### config.mk
export PLATFORM = sky130hd
export DESIGN_NAME = regfile_sb
export DESIGN_NICKNAME = d
export VERILOG_FILES = /design/src/rtl/regfile_pkg.sv /design/src/rtl/regfile_scoreboard.sv /design/src/rtl/regfile_sb.sv
export SDC_FILE = /design/constraint.sdc
export NUM_CORES = 2
export LEC_CHECK = 0
export BUFFER_PORTS_ARGS = -buffer_cell sky130_fd_sc_hd__buf_4
export CORE_ASPECT_RATIO = 1.25
export CORE_MARGIN = 2
export CORE_UTILIZATION = 55
export CTS_CLUSTER_DIAMETER = 80
export CTS_CLUSTER_SIZE = 16
export DETAILED_ROUTE_END_ITERATION = 8
export GPL_TIMING_DRIVEN = 0
export PLACE_DENSITY = 0.8
export SYNTH_ARGS = -nofsm -noshare
export SYNTH_HDL_FRONTEND = slang
export SYNTH_SLANG_ARGS = --single-unit
### constraint.sdc
create_clock -name clk -period 78.5 [get_ports clk]
set_input_delay 11.775 -clock clk [delete_from_list [all_inputs] [get_ports clk]]
set_output_delay 11.775 -clock clk [all_outputs]
set_load 0.02 [all_outputs]
### src/rtl/regfile_pkg.sv
// regfile_pkg: shared defaults and types for the DLX register file.
//   DATA_W_DEF / NREGS_DEF : default register width and register count
//   reg_addr_t / reg_data_t: address and data types at default sizes
//   REG_ZERO               : index of the hardwired-zero register
package regfile_pkg;
   localparam int DATA_W_DEF = 32;
   localparam int NREGS_DEF  = 32;
   localparam int ADDR_W_DEF = $clog2(NREGS_DEF);
   localparam int REG_ZERO   = 0;

   typedef logic [ADDR_W_DEF-1:0] reg_addr_t;
   typedef logic [DATA_W_DEF-1:0] reg_data_t;
endpackage

### src/rtl/regfile_scoreboard.sv
// regfile_scoreboard: per-register pending-write bits and their population count.
//   clk, rst           : clock, async active-high reset
//   set_en, set_addr   : accepted issue marks destination busy
//   clr_en, clr_addr   : write-back clears busy
//   busy               : stored busy vector, bit 0 always 0
//   pend_cnt           : number of busy bits currently set
module regfile_scoreboard
   import regfile_pkg::*;
#(
   parameter  int NREGS  = NREGS_DEF,
   localparam int ADDR_W = $clog2(NREGS)
) (
   input  logic              clk,
   input  logic              rst,
   input  logic              set_en,
   input  logic [ADDR_W-1:0] set_addr,
   input  logic              clr_en,
   input  logic [ADDR_W-1:0] clr_addr,
   output logic [NREGS-1:0]  busy,
   output logic [ADDR_W:0]   pend_cnt
);
   logic             set_v, clr_v, inc, dec;
   logic [NREGS-1:0] busy_nxt;

   assign set_v = set_en && (set_addr != ADDR_W'(REG_ZERO));
   assign clr_v = clr_en && (clr_addr != ADDR_W'(REG_ZERO));

   // Count follows actual bit transitions: a set on an already-busy bit
   // adds nothing, and a clear overridden by a set on the same register
   // removes nothing.
   assign inc = set_v && !busy[set_addr];
   assign dec = clr_v && busy[clr_addr] && !(set_v && (set_addr == clr_addr));

   always_comb begin
      busy_nxt = busy;
      if (clr_v) busy_nxt[clr_addr] = 1'b0;
      if (set_v) busy_nxt[set_addr] = 1'b1;   // set applied last: new producer wins
      busy_nxt[0] = 1'b0;
   end

   always_ff @(posedge clk or posedge rst) begin
      if (rst) begin
         busy     <= '0;
         pend_cnt <= '0;
      end else begin
         busy <= busy_nxt;
         case ({inc, dec})
            2'b10:   pend_cnt <= pend_cnt + (ADDR_W+1)'(1);
            2'b01:   pend_cnt <= pend_cnt - (ADDR_W+1)'(1);
            default: pend_cnt <= pend_cnt;
         endcase
      end
   end
endmodule

### src/rtl/regfile_sb.sv
// regfile_sb: DLX integer register file with NRD combinational read ports,
// one write-back port and a scoreboard that gates issue on RAW/WAW hazards.
//   clk, rst              : clock, async active-high reset
//   rd_addr/rd_use        : source addresses and which ones the instruction uses
//   rd_data/rd_busy       : read data and pending-write flag per source port
//   issue_valid/wr/rd     : issue request, writes-destination flag, destination
//   issue_ready           : issue accepted this cycle
//   wb_en/wb_addr/wb_data : write-back port
//   pend_cnt              : number of registers with a pending write
// Optional macro REGS_BYPASS_EN forwards a same-cycle write-back to readers
// and to the issue hazard check.
module regfile_sb
   import regfile_pkg::*;
#(
   parameter  int DATA_W = DATA_W_DEF,
   parameter  int NREGS  = NREGS_DEF,
   parameter  int NRD    = 2,
   localparam int ADDR_W = $clog2(NREGS)
) (
   input  logic                        clk,
   input  logic                        rst,
   input  logic [NRD-1:0][ADDR_W-1:0]  rd_addr,
   input  logic [NRD-1:0]              rd_use,
   output logic [NRD-1:0][DATA_W-1:0]  rd_data,
   output logic [NRD-1:0]              rd_busy,
   input  logic                        issue_valid,
   input  logic                        issue_wr,
   input  logic [ADDR_W-1:0]           issue_rd,
   output logic                        issue_ready,
   input  logic                        wb_en,
   input  logic [ADDR_W-1:0]           wb_addr,
   input  logic [DATA_W-1:0]           wb_data,
   output logic [ADDR_W:0]             pend_cnt
);
   logic [DATA_W-1:0] regs [NREGS];
   logic [NREGS-1:0]  busy;
   logic              wb_hit, wr_fwd, busy_eff_rd, hazard;

   assign wb_hit = wb_en && (wb_addr != ADDR_W'(REG_ZERO));

   always_ff @(posedge clk or posedge rst) begin
      if (rst) begin
         for (int r = 0; r < NREGS; r++) regs[r] <= '0;
      end else if (wb_hit) begin
         regs[wb_addr] <= wb_data;
      end
   end

   for (genvar i = 0; i < NRD; i++) begin : g_rd
      logic fwd;
`ifdef REGS_BYPASS_EN
      assign fwd = wb_hit && (wb_addr == rd_addr[i]);
`else
      assign fwd = 1'b0;
`endif
      assign rd_data[i] = (rd_addr[i] == ADDR_W'(REG_ZERO)) ? '0 :
                          fwd ? wb_data : regs[rd_addr[i]];
      assign rd_busy[i] = busy[rd_addr[i]] & ~fwd;
   end

`ifdef REGS_BYPASS_EN
   assign wr_fwd = wb_hit && (wb_addr == issue_rd);
`else
   assign wr_fwd = 1'b0;
`endif
   assign busy_eff_rd = busy[issue_rd] & ~wr_fwd;

   assign hazard      = (|(rd_use & rd_busy)) | (issue_wr & busy_eff_rd);
   assign issue_ready = issue_valid & ~hazard;

   regfile_scoreboard #(.NREGS(NREGS)) u_sb (
      .clk      (clk),
      .rst      (rst),
      .set_en   (issue_ready & issue_wr),
      .set_addr (issue_rd),
      .clr_en   (wb_en),
      .clr_addr (wb_addr),
      .busy     (busy),
      .pend_cnt (pend_cnt)
   );
endmodule

==> reports/summary.md <==
The floorplan step set the die width to 292.3 um. At the placement stage, the worst setup path has a slack of 51,120 ps. The region available for standard cell placement spans 0.1034 mm2. The number of gates resized after CTS is 0.

For this block, the initial DRC count from the detailed router was 5,488. TritonCTS built the clock tree. The tools report the H-tree depth as 3.

The tree is rooted in a sky130_fd_sc_hd__clkbuf_16. Summing all placed instances gives a cell area of 0.06001 mm2. Placed wire-length estimate: 130,800 um. Growth of design area from synthesis to finish: 8.849%. The number of cells in the design after placement is 5,283.

After clock tree synthesis, the setup repair step added 0 buffers. Summing the sequential cell areas from Yosys gives 46.46% of the chip area. The slowest stage cell on the critical path was sky130_fd_sc_hd__clkbuf_1. The die covers 0.1065 mm2. For the final non-filler cell area, the log shows 0.06221 mm2. From bottom edge to top edge, the die measures 364.4 um.

The worst register-to-register path has a setup slack of 74,250 ps. The CTS clock-pin slew for the worst setup and hold paths was 70 ps. By area the synthesized netlist is led by sky130_fd_sc_hd__dfrtp_1 (46%), sky130_fd_sc_hd__mux4_2 (22%), sky130_fd_sc_hd__mux2_2 (16%). Hold timing on the final database bottoms out at a slack of 458.0 ps.

The sum of negative setup slack was 0 ps. The clock drives 1,061 sinks. The arrival time at the worst endpoint is 15,850 ps, and the number of distinct library cells after synthesis is 58. Setup slack on the critical path of the routed design comes to 50,870 ps. 132 I/O pins were placed. The initial antenna violation count was 7.

The dominant cell type by area after synthesis is sky130_fd_sc_hd__dfrtp_1. Leaving out filler cells and counting taps, the final layout contains 5,379. The tools report the count of endpoints failing hold in the final timing report as 0. On the critical path the largest part of the delay comes from buffers and inverters.

Traced cell by cell, the critical path runs through clkbuf_1 > inv_1 > buf_2 > buf_2 > clkbuf_1 > o221ai_1 > a21oi_1 > nor3_1 > a21oi_1 > nor2_1 > buf_4. In the routed layout, each cell is associated on average with a via count of 7.390. The total global-route track usage was 35.95%.

The logs give 0 for the hold buffer count at CTS and 3 for the number of buffers on the longest clock path. After filler insertion, the fill cell instance count of the layout stands at 7,732. The area of the mapped netlist is 0.05715 mm2, and the length of the first detailed-routing pass in iterations is 8.

Each instance of the synthesized netlist takes up on average 15.00 um2. The tools report the source-to-sink clock delay at the later pin of the worst-skew pair as 710 ps. The logs give 0 for the number of warnings reported in the yosys synthesis log and 78 for the number of buffers inserted during clock tree synthesis. The final critical-path share of the clock period is 35.19%, and the transition time at the pin with the least slew margin is 1615 ps. Counting I/O delays and the setup requirement, the final critical path takes 27,630 ps. The share of Yosys cell area claimed by the top area cell type is 46.46%, and the utilization after layout is 60.17%. The tools report the count of unresolved DRC violations after routing as 0. Entering global routing, the biggest net connects 130 pins. The min-delay analysis places its worst path in the category reg -> reg. The worst register-to-register path ends at u_sb.pend_cnt[5]. In this run the critical register-to-register path is launched from u_sb.busy[3]. Across the VDD grid, the largest voltage drop is 18.21 uV. Setup violations remaining at the end of the flow were counted as 0. Synthesis produced a netlist with a net count of 3,876. The synthesized design contains 0 enable-type register cells.

The global-route wire length before repair came out at 275,300 um. The detail route stage leaves a number of antenna-violating nets equal to 0. Derived from the worst setup path, the maximum achievable clock frequency is 36.20 MHz.

Tracing the worst setup path back leads to its startpoint at rd_addr[8]. Counting both buffers and inverters, the worst setup path holds a total of 6. The start point of the worst min-delay path was regs[1018]. After synthesis, the share of flip-flops with an asynchronous set or reset is 100.0%. The tools report the max-slew violation count as 44. In the synthesized netlist, the number of instances is 3,811. The top cell types in the final layout, fill and taps aside, are sky130_fd_sc_hd__dfrtp_1 (1,061), sky130_fd_sc_hd__mux2_2 (832), sky130_fd_sc_hd__mux4_2 (556). Once the floorplan was initialized, standard cells occupied 55.28% of the core. The analysis attributes to cell leakage a power of 26.75 nW.

The kind of capture point of the worst setup path is an output port. For hold timing, the worst endpoint is regs[1018]. Dividing total power by cell area gives a power density of 24.03 mW/mm2. Setup repair after global routing left no endpoint under its margin.

The critical path in this run is classified as in -> out. The tools report the critical path required time as 66,730 ps. Worst slew margin relative to its limit: -7.674%.

Global routing finished with a remaining overflow of 0. The number of cells traversed by the worst hold path works out to 1. Top flip-flop cell by instance count after synthesis: sky130_fd_sc_hd__dfrtp_1. In this design, the stage delay of the slowest critical-path cell is 1030 ps. The flow ran to the end, but the final reports show violations. Wires add up to 190,200 um. The launching element type of the critical path is an input pin. After detailed routing, the average wire length per cell comes to 35.36 um. After the last flow step, the layout net total stands at 4,088.

Between clock sinks in the finished design, the worst skew comes to 33.50 ps. The worst register-to-register path has a depth of 14. The checks that failed: capacitance limit, slew limit. The via count of the first global-routing pass came out at 40,521. The maximum net fanout on the critical path was 10; the sum of internal, switching and leakage power was 1.495 mW. In this run the core area contains 132 standard-cell rows. Buffers placed on the I/O ports in this run total 122. The library cell used most frequently in the layout, excluding fill and tap cells, is sky130_fd_sc_hd__dfrtp_1. Across the run, the number of max-cap violations was 5. The flop and latch count out of synthesis works out to 1,061. Cells with a size suffix above 1 make up 43.19% of the layout. The tools report the via total after detailed routing as 39,753. The congestion estimate from routability-driven global placement came to 0.9372.
==> how the worst max path moves through the flow <==
stage	endpoint	slack [ps]	cells after the start
6_report	rd_data[48]	50870	11
5_1_grt	rd_data[48]	50890	11
4_1_cts	rd_data[48]	51110	11
3_5_place_dp	rd_data[48]	51120	11
3_3_place_gp	regs[729]	25530	2
2_1_floorplan	regs[0]	36860	1
==> cell families (layout without fill, tap and decap cells) <==
| group | after synthesis | count (layout) | synth area share [%] |
|---|---|---|---|
| buffers and inverters | 451 | 673 | 3.330 |
| and+or+nand+nor | 292 | 292 | 2.345 |
| other | 0 | 6 | 0 |
| AOI/OAI and AO/OA | 282 | 282 | 3.256 |
| adders and majority gates | 6 | 6 | 0.1445 |
| muxes | 1714 | 1714 | 44.39 |
| xor gates and xnor gates | 5 | 5 | 0.07664 |
| DFF | 1061 | 1061 | 46.46 |
==> where the power goes <==
group / switching, mW / total [mW] / leakage, nW / internal, mW
Clock: 0.202 / 0.395 / 1.07 / 0.192
Sequential: 0.0818 / 0.732 / 13.6 / 0.650
Combinational: 0.161 / 0.368 / 12.1 / 0.207
Total: 0.445 / 1.49 / 26.7 / 1.05
==> cell usage after synthesis, drive strengths merged (4+ instances only) <==
cell type,count
a21oi,102
a22o,5
and3,4
buf,174
clkbuf,259
dfrtp,1061
ha,5
inv,18
mux2,1004
mux2i,154
mux4,556
nand2,103
nand2b,8
nand3,8
nand4,25
nor2,78
nor2b,7
nor3,38
nor3b,5
o21ai,44
o221ai,66
o22ai,36
o31ai,8
==> cell type report <==
cell class                 count  area [um2]  area share, %
inverter                      18       75.07         0.1207
multi-input combinational   2299       28700          46.14
timing repair buffer         132        1171          1.883
tap                         1340        1677          2.695
buffer                       433        1836          2.951
antenna                        6       15.01        0.02414
clock buffer                  83        2077          3.339
clock inverter                 7       103.9         0.1669
sequential                  1061       26550          42.68
==> layer usage <==
metal / part of all wire [%] / track usage [%] / vias to the layer above
li1: - / - / 15139
met1: 35 / 44.09 / 20761
met2: 46 / 55.15 / 2995
met3: 11 / 10.73 / 852
met4: 8.2 / 25.06 / 6
met5: 0.072 / 0 / -
==> registers in the layout, indices dropped and copies added (netlist names) <==
signal         cells
u_sb.busy         31
regs            1024
u_sb.pend_cnt      6
Note: power is estimated with default switching activity, not from simulation.
